<file path="src/rtl/rggen_spi_pkg.sv">
// Shared constants for the SPI register-access frame decoder: FSM encodings,
// the MISO status byte codes and the position of the direction bit in the command.
package rggen_spi_pkg;

    localparam logic [2:0] ST_IDLE       = 3'd0;
    localparam logic [2:0] ST_COMMAND    = 3'd1;
    localparam logic [2:0] ST_ADDRESS    = 3'd2;
    localparam logic [2:0] ST_WRITE_DATA = 3'd3;
    localparam logic [2:0] ST_TURNAROUND = 3'd4;
    localparam logic [2:0] ST_READ_DATA  = 3'd5;
    localparam logic [2:0] ST_STATUS     = 3'd6;
    localparam logic [2:0] ST_DONE       = 3'd7;

    localparam logic [7:0] STATUS_OK           = 8'h00;
    localparam logic [7:0] STATUS_SLAVE_ERROR  = 8'h01;
    localparam logic [7:0] STATUS_DECODE_ERROR = 8'h02;
    localparam logic [7:0] STATUS_NOT_READY    = 8'h03;
    localparam logic [7:0] STATUS_OVERRUN      = 8'h04;

    localparam int CMD_WRITE_BIT = 7;

    // Bus status 0/1/2 maps directly onto status byte codes 0x00/0x01/0x02.
    function automatic logic [7:0] bus_status_code(input logic [1:0] status);
        return {6'd0, status};
    endfunction

endpackage

</file>
<file path="src/rtl/rggen_spi_sync_edge.sv">
// Two-flop synchroniser for one raw SPI pin plus a third flop that turns the
// synchronised level into single-cycle rise/fall pulses.
module rggen_spi_sync_edge #(
    parameter logic RESET_VALUE = 1'b0
) (
    input  logic i_clk,
    input  logic i_rst,
    input  logic i_d,
    output logic o_q,
    output logic o_rise,
    output logic o_fall
);

    logic [2:0] sync_q;

    always_ff @(posedge i_clk or posedge i_rst) begin
        if (i_rst) begin
            sync_q <= {3{RESET_VALUE}};
        end else begin
            sync_q <= {sync_q[1:0], i_d};
        end
    end

    assign o_q    = sync_q[1];
    assign o_rise = sync_q[1] & ~sync_q[2];
    assign o_fall = ~sync_q[1] & sync_q[2];

endmodule

</file>
<file path="src/rtl/rggen_spi_frame_decoder.sv">
// SPI mode-0 slave that decodes command/address/data frames into single bus
// requests and shifts read data and a status byte back on MISO.
module rggen_spi_frame_decoder
    import rggen_spi_pkg::*;
#(
    parameter int ADDRESS_WIDTH   = 8,
    parameter int BUS_WIDTH       = 32,
    parameter int TURNAROUND_BITS = 8
) (
    input  logic                     i_clk,
    input  logic                     i_rst,
    input  logic                     i_sclk,
    input  logic                     i_ss_n,
    input  logic                     i_mosi,
    output logic                     o_miso,
    output logic                     o_valid,
    output logic                     o_write,
    output logic [ADDRESS_WIDTH-1:0] o_address,
    output logic [BUS_WIDTH-1:0]     o_write_data,
    output logic [BUS_WIDTH/8-1:0]   o_strobe,
    input  logic                     i_ready,
    input  logic [1:0]               i_status,
    input  logic [BUS_WIDTH-1:0]     i_read_data,
    output logic [2:0]               o_state
);

    localparam int AB   = (ADDRESS_WIDTH + 7) / 8;
    localparam int RX_W = (AB * 8 > BUS_WIDTH) ? AB * 8 : BUS_WIDTH;
    localparam logic [15:0] ADDR_BITS = 16'(AB * 8);
    localparam logic [15:0] DATA_BITS = 16'(BUS_WIDTH);
    localparam logic [15:0] TA_BITS   = 16'(TURNAROUND_BITS);

    logic sclk_sync_unused, sclk_rise, sclk_fall;
    logic ss_n_sync, ss_rise_unused, ss_fall;
    logic mosi_sync, mosi_rise_unused, mosi_fall_unused;

    rggen_spi_sync_edge #(.RESET_VALUE(1'b0)) u_sync_sclk (
        .i_clk(i_clk), .i_rst(i_rst), .i_d(i_sclk),
        .o_q(sclk_sync_unused), .o_rise(sclk_rise), .o_fall(sclk_fall)
    );
    rggen_spi_sync_edge #(.RESET_VALUE(1'b1)) u_sync_ss_n (
        .i_clk(i_clk), .i_rst(i_rst), .i_d(i_ss_n),
        .o_q(ss_n_sync), .o_rise(ss_rise_unused), .o_fall(ss_fall)
    );
    rggen_spi_sync_edge #(.RESET_VALUE(1'b0)) u_sync_mosi (
        .i_clk(i_clk), .i_rst(i_rst), .i_d(i_mosi),
        .o_q(mosi_sync), .o_rise(mosi_rise_unused), .o_fall(mosi_fall_unused)
    );

    logic [2:0]               state_q, state_d;
    logic [15:0]              cnt_q, cnt_d;
    logic [RX_W-1:0]          rx_q, rx_d, rx_next;
    logic [BUS_WIDTH-1:0]     tx_q, tx_d;
    logic [ADDRESS_WIDTH-1:0] addr_q, addr_d;
    logic                     write_q, write_d;
    logic                     miso_q, miso_d;
    logic                     not_ready_q, not_ready_d;
    logic                     overrun_q, overrun_d;
    logic                     valid_q, valid_d;
    logic                     req_write_q, req_write_d;
    logic [ADDRESS_WIDTH-1:0] req_addr_q, req_addr_d;
    logic [BUS_WIDTH-1:0]     req_wdata_q, req_wdata_d;
    logic [BUS_WIDTH/8-1:0]   req_strobe_q, req_strobe_d;
    logic                     resp_done_q, resp_done_d;
    logic [1:0]               resp_status_q, resp_status_d;
    logic [BUS_WIDTH-1:0]     resp_data_q, resp_data_d;
    logic [15:0]              field_len;
    logic [7:0]               status_byte;
    logic                     issue;
    logic [ADDRESS_WIDTH-1:0] issue_addr;

    assign rx_next = {rx_q[RX_W-2:0], mosi_sync};

    always_comb begin
        case (state_q)
            ST_ADDRESS:    field_len = ADDR_BITS;
            ST_WRITE_DATA: field_len = DATA_BITS;
            ST_TURNAROUND: field_len = TA_BITS;
            ST_READ_DATA:  field_len = DATA_BITS;
            default:       field_len = 16'd8;
        endcase
    end

    // Status is chosen when its first bit is driven, giving the bus time to answer a write.
    assign status_byte = overrun_q                    ? STATUS_OVERRUN :
                         (not_ready_q || !resp_done_q) ? STATUS_NOT_READY :
                         bus_status_code(resp_status_q);

    // Bus handshake: a request is transferred in the cycle o_valid and i_ready are
    // both high; o_valid and all request fields hold until then, whatever SS_N does.
    always_comb begin
        state_d       = state_q;
        cnt_d         = cnt_q;
        rx_d          = rx_q;
        tx_d          = tx_q;
        addr_d        = addr_q;
        write_d       = write_q;
        miso_d        = (state_q == ST_READ_DATA || state_q == ST_STATUS) ? miso_q : 1'b0;
        not_ready_d   = not_ready_q;
        overrun_d     = overrun_q;
        valid_d       = valid_q;
        req_write_d   = req_write_q;
        req_addr_d    = req_addr_q;
        req_wdata_d   = req_wdata_q;
        req_strobe_d  = req_strobe_q;
        resp_done_d   = resp_done_q;
        resp_status_d = resp_status_q;
        resp_data_d   = resp_data_q;
        issue         = 1'b0;
        issue_addr    = addr_q;

        if (valid_q && i_ready) begin
            valid_d       = 1'b0;
            resp_done_d   = 1'b1;
            resp_status_d = i_status;
            if (!req_write_q) begin
                resp_data_d = i_read_data;
            end
        end

        if (ss_n_sync) begin
            state_d = ST_IDLE;
            cnt_d   = '0;
        end else if (state_q == ST_IDLE) begin
            if (ss_fall) begin
                state_d     = ST_COMMAND;
                cnt_d       = '0;
                not_ready_d = 1'b0;
                overrun_d   = 1'b0;
            end
        end else if (state_q != ST_DONE) begin
            if (sclk_rise) begin
                rx_d  = rx_next;
                cnt_d = cnt_q + 16'd1;
                if (cnt_q == field_len - 16'd1) begin
                    cnt_d = '0;
                    case (state_q)
                        ST_COMMAND: begin
                            write_d = rx_next[CMD_WRITE_BIT];
                            state_d = ST_ADDRESS;
                        end
                        ST_ADDRESS: begin
                            addr_d = rx_next[ADDRESS_WIDTH-1:0];
                            if (write_q) begin
                                state_d = ST_WRITE_DATA;
                            end else begin
                                state_d    = ST_TURNAROUND;
                                issue      = 1'b1;
                                issue_addr = rx_next[ADDRESS_WIDTH-1:0];
                            end
                        end
                        ST_WRITE_DATA: begin
                            state_d = ST_STATUS;
                            issue   = 1'b1;
                        end
                        ST_TURNAROUND: begin
                            state_d     = ST_READ_DATA;
                            tx_d        = resp_done_q ? resp_data_q : '1;
                            not_ready_d = !resp_done_q;
                        end
                        ST_READ_DATA: state_d = ST_STATUS;
                        default:      state_d = ST_DONE;
                    endcase
                end
            end else if (sclk_fall && state_q == ST_STATUS && cnt_q == 16'd0) begin
                miso_d = status_byte[7];
                tx_d   = {status_byte[6:0], {(BUS_WIDTH-7){1'b0}}};
            end else if (sclk_fall && (state_q == ST_READ_DATA || state_q == ST_STATUS)) begin
                miso_d = tx_q[BUS_WIDTH-1];
                tx_d   = {tx_q[BUS_WIDTH-2:0], 1'b0};
            end
        end

        // A request arriving while the previous one is still pending is dropped.
        if (issue) begin
            if (valid_q) begin
                overrun_d = 1'b1;
            end else begin
                valid_d      = 1'b1;
                req_write_d  = write_q;
                req_addr_d   = issue_addr;
                req_wdata_d  = write_q ? rx_next[BUS_WIDTH-1:0] : '0;
                req_strobe_d = write_q ? '1 : '0;
                resp_done_d  = 1'b0;
            end
        end
    end

    always_ff @(posedge i_clk or posedge i_rst) begin
        if (i_rst) begin
            state_q       <= ST_IDLE;
            cnt_q         <= '0;
            rx_q          <= '0;
            tx_q          <= '0;
            addr_q        <= '0;
            write_q       <= 1'b0;
            miso_q        <= 1'b0;
            not_ready_q   <= 1'b0;
            overrun_q     <= 1'b0;
            valid_q       <= 1'b0;
            req_write_q   <= 1'b0;
            req_addr_q    <= '0;
            req_wdata_q   <= '0;
            req_strobe_q  <= '0;
            resp_done_q   <= 1'b0;
            resp_status_q <= 2'd0;
            resp_data_q   <= '0;
        end else begin
            state_q       <= state_d;
            cnt_q         <= cnt_d;
            rx_q          <= rx_d;
            tx_q          <= tx_d;
            addr_q        <= addr_d;
            write_q       <= write_d;
            miso_q        <= miso_d;
            not_ready_q   <= not_ready_d;
            overrun_q     <= overrun_d;
            valid_q       <= valid_d;
            req_write_q   <= req_write_d;
            req_addr_q    <= req_addr_d;
            req_wdata_q   <= req_wdata_d;
            req_strobe_q  <= req_strobe_d;
            resp_done_q   <= resp_done_d;
            resp_status_q <= resp_status_d;
            resp_data_q   <= resp_data_d;
        end
    end

    assign o_miso       = miso_q && !ss_n_sync && (state_q == ST_READ_DATA || state_q == ST_STATUS);
    assign o_valid      = valid_q;
    assign o_write      = req_write_q;
    assign o_address    = req_addr_q;
    assign o_write_data = req_wdata_q;
    assign o_strobe     = req_strobe_q;
    assign o_state      = state_q;

endmodule

</file>
<file path="config.mk">
export PLATFORM = sky130hd
export DESIGN_NAME = rggen_spi_frame_decoder
export DESIGN_NICKNAME = d
export VERILOG_FILES = /design/src/rtl/rggen_spi_pkg.sv /design/src/rtl/rggen_spi_sync_edge.sv /design/src/rtl/rggen_spi_frame_decoder.sv
export SDC_FILE = /design/constraint.sdc
export NUM_CORES = 1
export LEC_CHECK = 0
export BUFFER_PORTS_ARGS = -buffer_cell sky130_fd_sc_hd__buf_2
export CAP_MARGIN = 25
export CORE_MARGIN = 10
export CORE_UTILIZATION = 55
export DETAILED_ROUTE_END_ITERATION = 10
export PLACE_DENSITY_LB_ADDON = 0.1
export SLEW_MARGIN = 20
export SYNTH_ARGS = -nofsm -noshare
export SYNTH_HDL_FRONTEND = slang
export SYNTH_SLANG_ARGS = --single-unit
</file>
<file path="constraint.sdc">
create_clock -name i_clk -period 6.7 [get_ports i_clk]
set_input_delay 0.335 -clock i_clk [delete_from_list [all_inputs] [get_ports i_clk]]
set_output_delay 0.335 -clock i_clk [all_outputs]
set_load 0.02 [all_outputs]
</file>
======== Yosys cells after proc, flatten, opt, wreduce, memory -nomap -nowiden ========
Cells that the tools add are included.
word-level totals
  flip-flop bits (word level) ............. 183
  input port bits ......................... 40
  output and inout bits ................... 50
operators by class
  bitwise logic cells ..................... 9
  muxes and demuxes ....................... 63
  $add $sub $neg .......................... 2
  reductions and logical operators ........ 30
  eq/ne operators ......................... 12
operators with widths
  cell                   number
  $mux 32                7
  $mux 16                6
  $mux 8                 7
  $mux 1                 30
  $mux 3                 8
  $reduce_and 6->1       4
  $add 16x1->16 const B  1
  $eq 16x16->1           1
  $logic_not 16->1       1
  $sub 16x1->16 const B  1
  $pmux 3 s4             1
  $reduce_bool 3->1      4
  $eq 3x3->1 const B     3
  $reduce_and 4->1       2
  $reduce_bool 2->1      4
  $eq 3x2->1 const B     2
  $logic_and 1x1->1      6
  $mux 6                 1
  $not 1->1              6
  $mux 4                 1
  $ne 2x1->1 const B     2
  $reduce_and 2->1       2
  $and 1x1->1            3
  $eq 3x1->1 const B     1
  10 further kinds       12

======== Depth between registers and ports, before layout ========
  depth after elaboration ................. 11
  gate-level depth with buffers ........... 9
  gate-level depth less buffers ........... 7

======== Cells and area by module ========
From an unflattened synthesis, not the netlist that was laid out.
unflattened totals
  cell total of the unflattened synthesis .. 683
  area total of the unflattened synthesis .. 8,044.0 sq um
modules (own cells, without submodules)
  module                                  cells an instance  times used  area each (sq um)
  rggen_spi_frame_decoder                 665                1           7,758.7
  rggen_spi_sync_edge at u_sync_mosi ...  6                  2           93.8
  rggen_spi_sync_edge at u_sync_ss_n      6                  1           97.6

======== Worst setup path before layout ========
OpenSTA, ideal clock, no wires.
  kind .................................... reg-to-reg
  start ................................... register state_q[0], in the netlist o_state[0]
  end ..................................... register req_addr_q[0], in the netlist o_address[0]
  stages on the path, launching flop included .. 8
  required time ........................... 6.576 ns
  arrival ................................. 1.981 ns
  period minus slack after synthesis ...... 2.105 ns
  slack ................................... 4.595 ns
  path through ............................ dfrtp_1 > buf_6 > nand2b_1 > or4_4 > a2111o_1 > buf_6 > mux2i_1 > o21ai_1
between the ends
  word-level cells in the longest chain between the ends .. 11
  elaborated cells between the ends (all ways) .. 22
  classes of those cells .................. add/sub (1); eq/ne (5); mux (13); reduce/logical (3)
ends and longest elaborated chain
  what                                      RTL line                                                       source
  start, declared                           rggen_spi_frame_decoder.sv:50                                  logic [2:0] state_q, state_d;
  start signal, assigned                    rggen_spi_frame_decoder.sv:209                                 state_q <= state_d;
  $eq 3x3->1 or $eq 3x2->1 (tied branches)  rggen_spi_frame_decoder.sv:75, rggen_spi_frame_decoder.sv:137
  $reduce_or 2->1 (no source line)          n/a
  $mux 6                                    rggen_spi_frame_decoder.sv:75                                  case (state_q)
  $sub 16x1->16                             rggen_spi_frame_decoder.sv:135                                 if (cnt_q == field_len - 16'd1) begin
  $eq 16x16->1                              rggen_spi_frame_decoder.sv:135
  $mux 1                                    rggen_spi_frame_decoder.sv:135
  $mux 1                                    rggen_spi_frame_decoder.sv:132                                 if (sclk_rise) begin
  $mux 1                                    rggen_spi_frame_decoder.sv:131                                 end else if (state_q != ST_DONE) begin
  $mux 1                                    rggen_spi_frame_decoder.sv:124                                 end else if (state_q == ST_IDLE) begin
  $mux 1                                    rggen_spi_frame_decoder.sv:121                                 if (ss_n_sync) begin
  $reduce_and 2->1 (no source line)         n/a
  end signal, assigned                      rggen_spi_frame_decoder.sv:220                                 req_addr_q <= req_addr_d;
  end, declared                             rggen_spi_frame_decoder.sv:61                                  logic [ADDRESS_WIDTH-1:0] req_addr_q, req_addr_d;
Parallel ways exist; a longest one is shown, timed or not.
A chain may end at the register's enable or synchronous reset.

======== Worst setup path after layout ========
  start ................................... register u_sync_sclk.sync_q[2]
  end ..................................... register state_q[0], in the netlist o_state[0]
between the ends
  word-level cells in the longest chain between the ends .. 4
ends and longest elaborated chain
  what                                RTL line                   source
  start, declared                     rggen_spi_sync_edge.sv:14  logic [2:0] sync_q;
  start signal, assigned              rggen_spi_sync_edge.sv:18  sync_q <= {3{RESET_VALUE}};
  start signal, assigned              rggen_spi_sync_edge.sv:20  sync_q <= {sync_q[1:0], i_d};
  $not 1->1                           rggen_spi_sync_edge.sv:25  assign o_rise = sync_q[1] & ~sync_q[2];
  $and 1x1->1                         rggen_spi_sync_edge.sv:25
  $reduce_bool 3->1 (no source line)  n/a
  $reduce_and 4->1 (no source line)   n/a
Every way passes these cells.

==> summary.md <==
| Metric | Value |
|---|---|
| Status | finished, final reports clean |
| Minimum clock period | 2980 ps |
| Worst setup EP type | flip-flop |
| Seq/Total Area, Yosys | 54.5% |
| Share of layout cells above drive strength 1 | 31.6% |
| Worst Min Path Start | i_sclk |
| Critical path startpoint category | flip-flop |
| Worst slack, placed | 3050 ps |
| Pin count of the biggest net entering global routing | 98 |
| Unrepaired setup endpoints after global routing | false |
| Bufs on Longest Clock Path | 2 |
| Asr flop ratio synth | 100% |
| GP Congestion | 0.852 |
| R2R Path Start | u_sync_sclk.sync_q[2] |
| Routed wire length | 16,700 um |
| Critical Path RT | 7010 ps |
| Area Growth Syn to Fin | 13.7% |
| GRT overflow | 0 |
| PnR worst setup slack | 3720 ps |
| Total CTS buffers | 17 |
| Vias/cell | 5.68 |
| Clock-pin slew on the worst setup and hold paths | 70 ps |
| Clk root buf | clkbuf_16 |
| Most common flop cell mapped by yosys | dfrtp_1 |
| Post-synth EDFFs | 0 |
| I/O Pins | 90 |
| Crit Path Max Fanout | 27 |
| Initial antenna violation count | 2 |
| Core ar. | 14,600 um^2 |
| Iter 0 DRT Violations | 331 |
| Unique cell type count in the Yosys netlist | 57 |
| First-pass GRT wire length | 28,400 um |
| Resized cells post-CTS | 0 |
| Total track usage | 16.9% |
| I/O Buffers | 89 |
| Die area | 20,200 um^2 |
| R2r setup slk | 3720 ps |
| Reg2reg path depth | 5 |
| PwrDens | 297 nW/um^2 |
| Worst min path class | input port to flip-flop |
| Detailed-route via count | 5,588 |
| Commonest non-fill, non-tap cells in the layout | 176 x dfrtp_1, 89 x nand2_1, 89 x buf_2 |
| Fin crit share | 44.5% |
| CP Class | flip-flop to flip-flop |
| Hold Vio Cnt, Final | 0 |
| CTS tree | built |
| Die width | 142 um |
| CTS Sinks | 179 |
| Yosys reg bits | 179 |
| Number of synthesis warnings | 0 |
| Setup violations, final | 0 |
| Post-Syn Area | 8220 um^2 |
| Worst setup path startpoint | u_sync_sclk.sync_q[2] |
| FMAX | 336 MHz |
| Std cell rows | 44 |
| Starting Density | 56.3% |
| Syn nets | 760 |
| Vias in the first global route | 5,731 |
| DR DRC count | 0 |
| Die height | 142 um |
| CTS HTree Levels | 4 |
| Nets@finish | 827 |
| Worst slew pin tran | 904 ps |
| Worst Hold Endpoint | u_sync_sclk.sync_q[0] |
| 1st-pass router iterations | 4 |
| Peak supply drop | 0.230 mV |
| Critical R2R Capture | o_state[0] |
| Filler cell count | 1,171 |
| Max-slew headroom | 39.5% |
| Setup TNS | 0 ps |
| Critical Path AT | 3290 ps |
| Mean Syn Cell Area | 11.4 um^2 |
| Maxcap violations | 0 |
| Multi-input gate area | 3290 um^2 |
| Fin Clk Skew | 13.8 ps |
| Area taken by flip-flops and latches | 4480 um^2 |
| Final ANT Viol Nets | 0 |
| Leakage power | 4.32 nW |
| Hold Crit Depth | 1 |
| Worst skew pair latency | 430 ps |
| Max Transition Viols Final | 0 |
| Commonest non-fill, non-tap cell in the layout | dfrtp_1 |
| Wire per inst | 17.0 um |
| DP HPWL | 10,900 um |
| Syn Inst Count | 718 |
## flip-flops by register name, summed over array words and instances, names as in the netlist, 2 cells and up
| signal | count |
|---|---|
| resp_data_q | 32 |
| u_sync_ss_n.sync_q | 3 |
| cnt_q | 16 |
| u_sync_mosi.sync_q | 2 |
| o_address | 8 |
| u_sync_sclk.sync_q | 3 |
| addr_q | 8 |
| o_write_data | 32 |
| resp_status_q | 2 |
| rx_q | 31 |
| o_state | 3 |
| tx_q | 32 |
## per-stage QoR
step	instance area, um^2	total power (W)	cells	hold slack, ps	utilization, %
2_1_floorplan	8220	0.00168	718	331	-
3_3_place_gp	8650	0.00176	944	337	59.3
3_5_place_dp	8650	0.00178	944	338	59.3
4_1_cts	9270	0.00280	978	13.5	63.6
5_1_grt	9340	0.00292	982	18.0	64.0
6_report	9340	0.00278	983	31.3	64.0
## cells in the mapped netlist, types with 3 or more instances
library cell | number | share of area, %
a21oi_1 | 18 | 1.1
a31oi_1 | 29 | 2.2
and3_1 | 3 | 0.23
buf_1 | 5 | 0.23
buf_2 | 9 | 0.55
buf_4 | 6 | 0.55
buf_6 | 8 | 1.1
clkbuf_1 | 22 | 1.0
dfrtp_1 | 176 | 54
dfstp_2 | 3 | 0.96
inv_1 | 40 | 1.8
mux2_2 | 78 | 11
mux2i_1 | 41 | 5.0
nand2_1 | 89 | 4.1
nand2b_1 | 4 | 0.30
nand3_1 | 6 | 0.37
nand4_1 | 9 | 0.68
nand4b_1 | 3 | 0.32
nor2_1 | 7 | 0.32
nor2b_1 | 3 | 0.23
nor3b_1 | 3 | 0.27
o21a_1 | 29 | 2.6
o21ai_0 | 18 | 1.1
o21ai_1 | 9 | 0.55
o21ai_2 | 30 | 3.2
o31ai_1 | 9 | 0.82
or2_2 | 3 | 0.23
or3_1 | 11 | 0.84
or4_1 | 6 | 0.55
## per-layer routing
metal | vias up | GRT usage, % | wire (um)
li1 | 2680 | - | -
met1 | 2789 | 21.4 | 7380
met2 | 105 | 27.6 | 8300
met3 | 12 | 5.31 | 894
met4 | 2 | 4.20 | 119
met5 | - | 0 | 13
## power breakdown
part	leakage [nW]	switching, W	internal, W
clock	0.288	0.000436	0.000571
sequential	2.39	0.000119	0.00121
combinational	1.64	0.000244	0.000192
## cell type report
type	instances	area share, %
Clock inverter	14	1.78
Sequential cell	179	48.0
Timing Repair Buffer	100	6.13
Antenna cell	1	0.0268
Tap cell	184	2.46
Inverter	41	1.70
Multi-Input combinational cell	446	35.2
Clock buffer	18	4.70
## worst max-delay path, cell delays in order, from the launching register on
cell,delay [ps]
dfrtp_1,410
and2b_1,410
a21boi_0,230
o31a_1,590
a31oi_2,830
mux2_2,410
## logic make-up (layout without fill, tap and decap cells)
group | count (synthesis) | count (layout) | share of synthesized area [%]
other | 0 | 1 | 0
muxes | 119 | 119 | 15.7
AOI/OAI and AO/OA | 162 | 162 | 13.8
DFF | 179 | 179 | 54.5
buffers and inverters | 93 | 173 | 5.42
xor gates and xnor gates | 1 | 1 | 0.107
adders and majority gates | 2 | 2 | 0.304
and+or+nand+nor | 162 | 162 | 10.1
## worst max path at each step
stage,to
3_3_place_gp,o_state[0]
2_1_floorplan,addr_q[0]
6_report,o_state[0]
3_5_place_dp,o_state[0]
5_1_grt,o_state[0]
4_1_cts,o_state[0]
## timing repair
action	4_1_cts	5_1_grt
setup buffers	0	0
hold buffers	2	0
hold endpoints to repair	2	0
setup endpoints to repair	0	0
(Power assumes the default switching activity.)
